**config.mk**
```make
export PLATFORM = sky130hd
export DESIGN_NAME = uart_rx_core
export DESIGN_NICKNAME = d
export VERILOG_FILES = /design/src/rtl/uart_rx_core.sv
export SDC_FILE = /design/constraint.sdc
export NUM_CORES = 1
export LEC_CHECK = 0
export BUFFER_PORTS_ARGS = -buffer_cell sky130_fd_sc_hd__buf_2
export CORE_ASPECT_RATIO = 1.4
export CORE_MARGIN = 10
export CORE_UTILIZATION = 60
export DETAILED_ROUTE_END_ITERATION = 7
export GPL_TIMING_DRIVEN = 1
export HOLD_SLACK_MARGIN = 0.06
export PLACE_DENSITY = 0.8
export SYNTH_ARGS = -nofsm -noshare
export SYNTH_HDL_FRONTEND = slang
export SYNTH_SLANG_ARGS = --single-unit
```
**constraint.sdc**
```tcl
create_clock -name clk -period 3.1 [get_ports clk]
set_input_delay 0 -clock clk [delete_from_list [all_inputs] [get_ports clk]]
set_output_delay 0 -clock clk [all_outputs]
set_load 0.1 [all_outputs]
```
**src/rtl/uart_rx_core.sv**
```systemverilog
// uart_rx_core: standalone UART receiver.
//   Samples the asynchronous rx line at mid-bit and receives LSB-first frames:
//   start, DATA_BITS data bits, an optional even-parity bit, and one stop bit.
//   Each good byte is delivered with a one-cycle rx_valid pulse.
// Configuration macro: UART_PARITY_EN
//   Defined: a parity bit follows the data bits and even parity is checked.
//   Undefined: there is no parity bit, and parity_err is tied low.
// Ports:
//   clk        system clock; all logic runs on posedge
//   rst        asynchronous active-high reset
//   rx         serial line; idles high; asynchronous to clk
//   rx_data    last good byte; held until the next good byte arrives
//   rx_valid   one-cycle pulse when rx_data is updated
//   frame_err  one-cycle pulse when the stop bit is sampled low
//   parity_err one-cycle pulse, together with rx_valid, on a parity mismatch
//   busy       high whenever the receiver is not idle
module uart_rx_core #(
    parameter int unsigned CLK_FREQ  = 100_000_000,
    parameter int unsigned BAUD      = 9600,
    parameter int unsigned DATA_BITS = 8
) (
    input  logic                 clk,
    input  logic                 rst,
    input  logic                 rx,
    output logic [DATA_BITS-1:0] rx_data,
    output logic                 rx_valid,
    output logic                 frame_err,
    output logic                 parity_err,
    output logic                 busy
);

    localparam int unsigned CLKS_PER_BIT = CLK_FREQ / BAUD;
    localparam int unsigned HALF_BIT     = CLKS_PER_BIT / 2;
    localparam int unsigned CNT_W        = (CLKS_PER_BIT > 1) ? $clog2(CLKS_PER_BIT) : 1;
    localparam int unsigned IDX_W        = (DATA_BITS > 1) ? $clog2(DATA_BITS) : 1;

    localparam logic [CNT_W-1:0] HALF_LAST = CNT_W'(HALF_BIT - 1);
    localparam logic [CNT_W-1:0] BIT_LAST  = CNT_W'(CLKS_PER_BIT - 1);
    localparam logic [IDX_W-1:0] IDX_LAST  = IDX_W'(DATA_BITS - 1);

    localparam logic [2:0] S_IDLE   = 3'd0;
    localparam logic [2:0] S_START  = 3'd1;
    localparam logic [2:0] S_DATA   = 3'd2;
    localparam logic [2:0] S_STOP   = 3'd4;
`ifdef UART_PARITY_EN
    localparam logic [2:0] S_PARITY = 3'd3;
`endif

    // Two-flop synchroniser plus one delay stage, used for falling-edge detection.
    logic sync_q, rx_s_q, rx_dly_q;

    logic [2:0]           state_q, state_d;
    logic [CNT_W-1:0]     cnt_q, cnt_d;
    logic [IDX_W-1:0]     idx_q, idx_d;
    logic [DATA_BITS-1:0] shift_q, shift_d;
    logic [DATA_BITS-1:0] data_q, data_d;
    logic                 valid_q, valid_d;
    logic                 ferr_q, ferr_d;
`ifdef UART_PARITY_EN
    logic                 par_q, par_d;
    logic                 perr_q, perr_d;
`endif

    always_comb begin
        state_d = state_q;
        cnt_d   = cnt_q + 1'b1;
        idx_d   = idx_q;
        shift_d = shift_q;
        data_d  = data_q;
        valid_d = 1'b0;
        ferr_d  = 1'b0;
`ifdef UART_PARITY_EN
        par_d   = par_q;
        perr_d  = 1'b0;
`endif
        case (state_q)
            S_IDLE: begin
                cnt_d = '0;
                if (rx_dly_q && !rx_s_q) begin
                    state_d = S_START;
                end
            end
            S_START: begin
                if (cnt_q == HALF_LAST) begin
                    cnt_d   = '0;
                    idx_d   = '0;
                    // A line that is high again at mid-start was a glitch.
                    state_d = rx_s_q ? S_IDLE : S_DATA;
                end
            end
            S_DATA: begin
                if (cnt_q == BIT_LAST) begin
                    cnt_d = '0;
                    shift_d[DATA_BITS-1] = rx_s_q;
                    for (int i = 0; i < int'(DATA_BITS) - 1; i++) begin
                        shift_d[i] = shift_q[i+1];
                    end
                    idx_d = idx_q + 1'b1;
                    if (idx_q == IDX_LAST) begin
`ifdef UART_PARITY_EN
                        state_d = S_PARITY;
`else
                        state_d = S_STOP;
`endif
                    end
                end
            end
`ifdef UART_PARITY_EN
            S_PARITY: begin
                if (cnt_q == BIT_LAST) begin
                    cnt_d   = '0;
                    par_d   = (^shift_q) ^ rx_s_q;
                    state_d = S_STOP;
                end
            end
`endif
            S_STOP: begin
                if (cnt_q == BIT_LAST) begin
                    cnt_d   = '0;
                    state_d = S_IDLE;
                    if (rx_s_q) begin
                        data_d  = shift_q;
                        valid_d = 1'b1;
`ifdef UART_PARITY_EN
                        perr_d  = par_q;
`endif
                    end else begin
                        ferr_d = 1'b1;
                    end
                end
            end
            default: begin
                state_d = S_IDLE;
                cnt_d   = '0;
            end
        endcase
    end

    always_ff @(posedge clk or posedge rst) begin
        if (rst) begin
            sync_q   <= 1'b1;
            rx_s_q   <= 1'b1;
            rx_dly_q <= 1'b1;
            state_q  <= S_IDLE;
            cnt_q    <= '0;
            idx_q    <= '0;
            shift_q  <= '0;
            data_q   <= '0;
            valid_q  <= 1'b0;
            ferr_q   <= 1'b0;
`ifdef UART_PARITY_EN
            par_q    <= 1'b0;
            perr_q   <= 1'b0;
`endif
        end else begin
            sync_q   <= rx;
            rx_s_q   <= sync_q;
            rx_dly_q <= rx_s_q;
            state_q  <= state_d;
            cnt_q    <= cnt_d;
            idx_q    <= idx_d;
            shift_q  <= shift_d;
            data_q   <= data_d;
            valid_q  <= valid_d;
            ferr_q   <= ferr_d;
`ifdef UART_PARITY_EN
            par_q    <= par_d;
            perr_q   <= perr_d;
`endif
        end
    end

    assign rx_data   = data_q;
    assign rx_valid  = valid_q;
    assign frame_err = ferr_q;
    assign busy      = (state_q != S_IDLE);
`ifdef UART_PARITY_EN
    assign parity_err = perr_q;
`else
    assign parity_err = 1'b0;
`endif

endmodule

```
# --- Word level (Yosys, flattened, before mapping) ---
# Index checks and enable logic that the tools add are counted.
# Widths: inputs -> output; s select.
classes:
  add_sub_neg: 2
  eq_ne: 11
  mux: 19
  reduce_logical: 10
ops:
  columns: ["operator", "count"]
  rows:
  - ["$mux 14", 2]
  - ["$pmux 14 s2", 1]
  - ["$mux 3", 7]
  - ["$add 14x1->14 const B", 1]
  - ["$eq 14x13->1 const B", 1]
  - ["$eq 14x14->1 const B", 1]
  - ["$pmux 3 s4", 1]
  - ["$ne 2x2->1 const B", 5]
  - ["$eq 3x3->1 const B", 2]
  - ["$mux 1", 6]
  - ["$pmux 3 s2", 1]
  - ["$reduce_and 3->1", 2]
  - ["$reduce_and 5->1", 1]
  - ["$add 3x1->3 const B", 1]
  - ["$eq 3x1->1 const B", 1]
  - ["$eq 3x2->1 const B", 1]
  - ["$logic_not 3->1", 1]
  - ["$reduce_bool 3->1", 1]
  - ["$mux 2", 1]
  - ["$reduce_and 2->1", 1]
  - ["$reduce_bool 2->1", 1]
  - ["$reduce_or 2->1", 1]
  - ["$logic_and 1x1->1", 1]
  - ["$logic_not 1->1", 1]
word_totals:
  register_bits: 41
  in_bits: 3
  out_inout_bits: 12
  wordCells: 52

# --- Depth between registers and ports, before layout ---
logic_depth:
  depth_word: 4
  depth_mapped: 6
  ltp_nobuf: 5

# --- Least setup slack after synthesis ---
# OpenSTA, ideal clock, no wires.
synth_path:
  path_kind: "register to register"
  from: "register cnt_q[0]"
  to: "register shift_q[0]"
  t_arrival_ns: 1.672
  required_ns: 2.975
  slack_ns: 1.303
  stages_incl_launch_ff: 7
  n_path_buf: 1
  period_less_slack_ns: 1.797
  path_cell_list: "dfrtp_1 -> ha_1 -> and4_2 -> nand4_4 -> nor3_2 -> buf_6 -> mux2_2"
synth_between:
  elab_chain_len: 2
synth_lines:
  columns: ["element", "line_no", "rtl"]
  rows:
  - ["from (decl)", "53", "logic [CNT_W-1:0] cnt_q, cnt_d;"]
  - ["from (signal assigned)", "160", "cnt_q <= cnt_d;"]
  - ["$eq 14x14->1", "92", "if (cnt_q == BIT_LAST) begin"]
  - ["$reduce_and 2->1 (no source line)", null, null]
  - ["to (signal assigned)", "162", "shift_q <= shift_d;"]
  - ["to (decl)", "55", "logic [DATA_BITS-1:0] shift_q, shift_d;"]
# No other way between the ends.
# A chain may end at the register's enable or synchronous reset.

# --- Worst setup path in the final report ---
layout_path:
  from: "register cnt_q[0]"
  to: "register shift_q[6]"
# Same word-level chain as after synthesis.

==> results.json <==
{
  "min_path_type": "in -> reg",
  "hold_buffers": 2,
  "synth_most_common_cell": "dfrtp_1",
  "ys_async_sr_fraction_pct": 100.0,
  "grt_start_max_net_pins": 42,
  "synth.avg_cell_area_um2": 12.70,
  "post-cts-setup-buffers": 0,
  "critPathMaxFanout": 11,
  "fin_crit_ns": 2.300,
  "p_leak_uw": 0.001026,
  "gp_congestion": 0.8108,
  "fmax_mhz": 434.7,
  "clk_latency_ns": 0.29,
  "slowest_delay_ns": 0.65,
  "grt_pass1_wl_um": 5623,
  "hold_start": "rx",
  "h-tree-depth": 2,
  "vias": 1169,
  "report.final.slew_viol_count": 0,
  "tightest_slew_ns": 0.7573,
  "synth_seq_cells": 41,
  "rows": 23,
  "ff2ff_setup_slack_ns": 0.80,
  "startpoint_type": "register",
  "cp.arrival_ns": 2.47,
  "dr.pass1.iters": 4,
  "clock_path_buffers": 2,
  "layout-drive-gt1-share_pct": 33.33,
  "cts.sinks": 41,
  "rsz0062_at_grt": "no",
  "vdd_drop_max_mv": 0.4526,
  "cp-end-kind": "register",
  "whs_ns": 0.3539,
  "gr-total-overflow": 0,
  "yosys_most_used_dff": "dfrtp_1",
  "yosys_warnings": 0,
  "start_util_pct": 63.80,
  "hold_violations": 0,
  "pin_count": 15,
  "cts.repair.resized": 0,
  "setup_violations": 0,
  "cp.required_ns": 3.27,
  "first_iter_violations": 38,
  "drc": 0,
  "synth.top_cell.area_share_pct": 51.28,
  "route.antenna.remaining_nets": 0,
  "clk_pin_slew_ns": 0.07,
  "synth_area_um2": 1854,
  "syn_nets": 153,
  "dp_hpwl_um": 2358,
  "die_w_um": 66.99,
  "path_cells": "ha_1 -> and4_2 -> nand4_4 -> nor3_2 -> mux2_2",
  "crit_type": "reg -> reg",
  "fin_skew_ns": 0.005548,
  "synth_cell_type_count": 39,
  "maxCapViolations": 0,
  "reg2reg_depth": 5,
  "routed_wl_um": 3286,
  "grt_pass1_vias": 1225,
  "area_delta_synth_final_pct": 11.34,
  "synth_area_leader_cell": "dfrtp_1",
  "rr_startpoint": "cnt_q[0]",
  "ys_top_cells_by_count": "dfrtp_1, mux2_2, nor2_1",
  "via_per_inst": 5.787,
  "outcome": "completed",
  "antenna_found_initial": 0,
  "whs_endpoint": "sync_q",
  "routedWlPerCell_um": 16.27,
  "cts_tree": "done",
  "finalCritPeriodShare_pct": 74.20,
  "antennaDiodeCount": 0,
  "synth_edf_count": 0,
  "cts_made_buffers": 5,
  "die_h_um": 85.78,
  "worstReg2RegEnd": "shift_q[6]",
  "crit_start": "cnt_q[0]",
  "cp_slowest_cell": "nor3_2",
  "cts_root_buffer": "clkbuf_8",
  "synth_cells": 146,
  "design.die.area_um2": 5746,
  "port_buffers": 13,
  "setup_tns_ns": 0,
  "slew_headroom_pct": 49.24,
  "ys_seq_area_share_pct": 55.53,
  "power.density_nw_per_um2": 564.5,
  "track_usage_pct": 12.68,
  "core-area_um2": 2907,
  "layout.nets": 171,
  "worstHoldPathCells": 2,
  "synth.area.top_cells": "dfrtp_1, mux2_2, dfstp_2",
  "n_fill_cell": 205,
  "post-route-util_pct": 71.03
}
[where the power goes]
group / switching [uW] / total [uW] / internal (uW) / leakage, uW
Sequential: 50.3 / 621 / 571 / 0.000552
Clock: 174 / 413 / 239 / 0.0000552
Combinational: 82.0 / 132 / 49.6 / 0.000418
Total: 306 / 1170 / 859 / 0.00103
[layer usage]
metal  up-vias  routed length (um)  GRT usage [%]  part of all wire, %
met1       585                1263          12.82                   38
met4         0                  48          6.180                  1.5
met2        27                1837          21.80                   56
met5         -                   0              0                    0
met3         7                 135          4.948                  4.1
li1        550                   -              -                    -
[final cells by class]
cell class	count	area (um^2)	share of cell area [%]
Tap cell	37	46.29	2.242
Clock buffer	6	72.57	3.515
Timing Repair Buffer	16	92.59	4.485
Clock inverter	2	35.03	1.697
Inverter	5	18.77	0.9091
Multi-Input combinational cell	95	769.5	37.27
Sequential cell	41	1030	49.88
[layout by cell type, fill, tap and decap left out, types with 2 or more instances in the layout]
master         instances
a21oi_1                3
xnor2_1                2
nand2_1                4
dlygate4sd3_1          2
dfstp_2                3
inv_1                  5
a22o_1                 2
buf_2                 13
nand3_1                5
ha_1                   4
nor2_1                15
nor3_1                 2
clkbuf_8               5
and4_2                 2
nand4_1                4
and3_2                 4
mux2_2                17
nand2b_1               2
xor2_1                 9
nand4_4                2
and3_1                 2
dfrtp_1               38
[how the worst max path moves through the flow]
stage | end | slack [ns] | cells past startpoint
after global placement | shift_q[0] | 0.96 | 5
after floorplan | shift_q[0] | 1.30 | 6
after CTS | shift_q[7] | 0.79 | 5
after global routing | shift_q[6] | 0.66 | 5
after detailed placement | shift_q[3] | 0.82 | 5
final | shift_q[6] | 0.80 | 5
[flip-flops by register name, summed over array words and instances (netlist names)]
name,flops
idx_q,3
frame_err,1
rx_s_q,1
rx_valid,1
cnt_q,14
shift_q,8
rx_dly_q,1
sync_q,1
state_q,3
rx_data,8
[critical path: cells and delay by family, from the launching register on]
kind | cells | cell delay [ns]
adder cells (fa/ha/maj) | 1 | 0.24
AND/OR/NAND/NOR | 3 | 1.09
multiplexers | 1 | 0.42
flip-flops | 1 | 0.43
[cells by family (layout without fill, tap and decap cells)]
logic type,after synthesis,count (layout),synth area share (%)
adders and majority gates,4,4,2.699
other,1,1,0.2022
AOI/OAI and AO/OA,10,10,4.251
and+or+nand+nor,51,51,18.02
buffers and inverters,10,29,2.968
muxes,18,18,11.13
DFF,41,41,55.53
xor gates and xnor gates,11,11,5.196
[stage by stage]
step / area (um^2) / power (uW) / setup WS [ns] / std cells
4_1_cts: 2064 / 1179 / 0.7859 / 202
6_report: 2064 / 1165 / 0.7997 / 202
3_3_place_gp: 1937 / 747.8 / 0.9573 / 192
2_1_floorplan: 1854 / 726.3 / 1.303 / 146
3_5_place_dp: 1937 / 758.7 / 0.8194 / 192
5_1_grt: 2064 / 1214 / 0.6578 / 202
(Power assumes the default switching activity.)
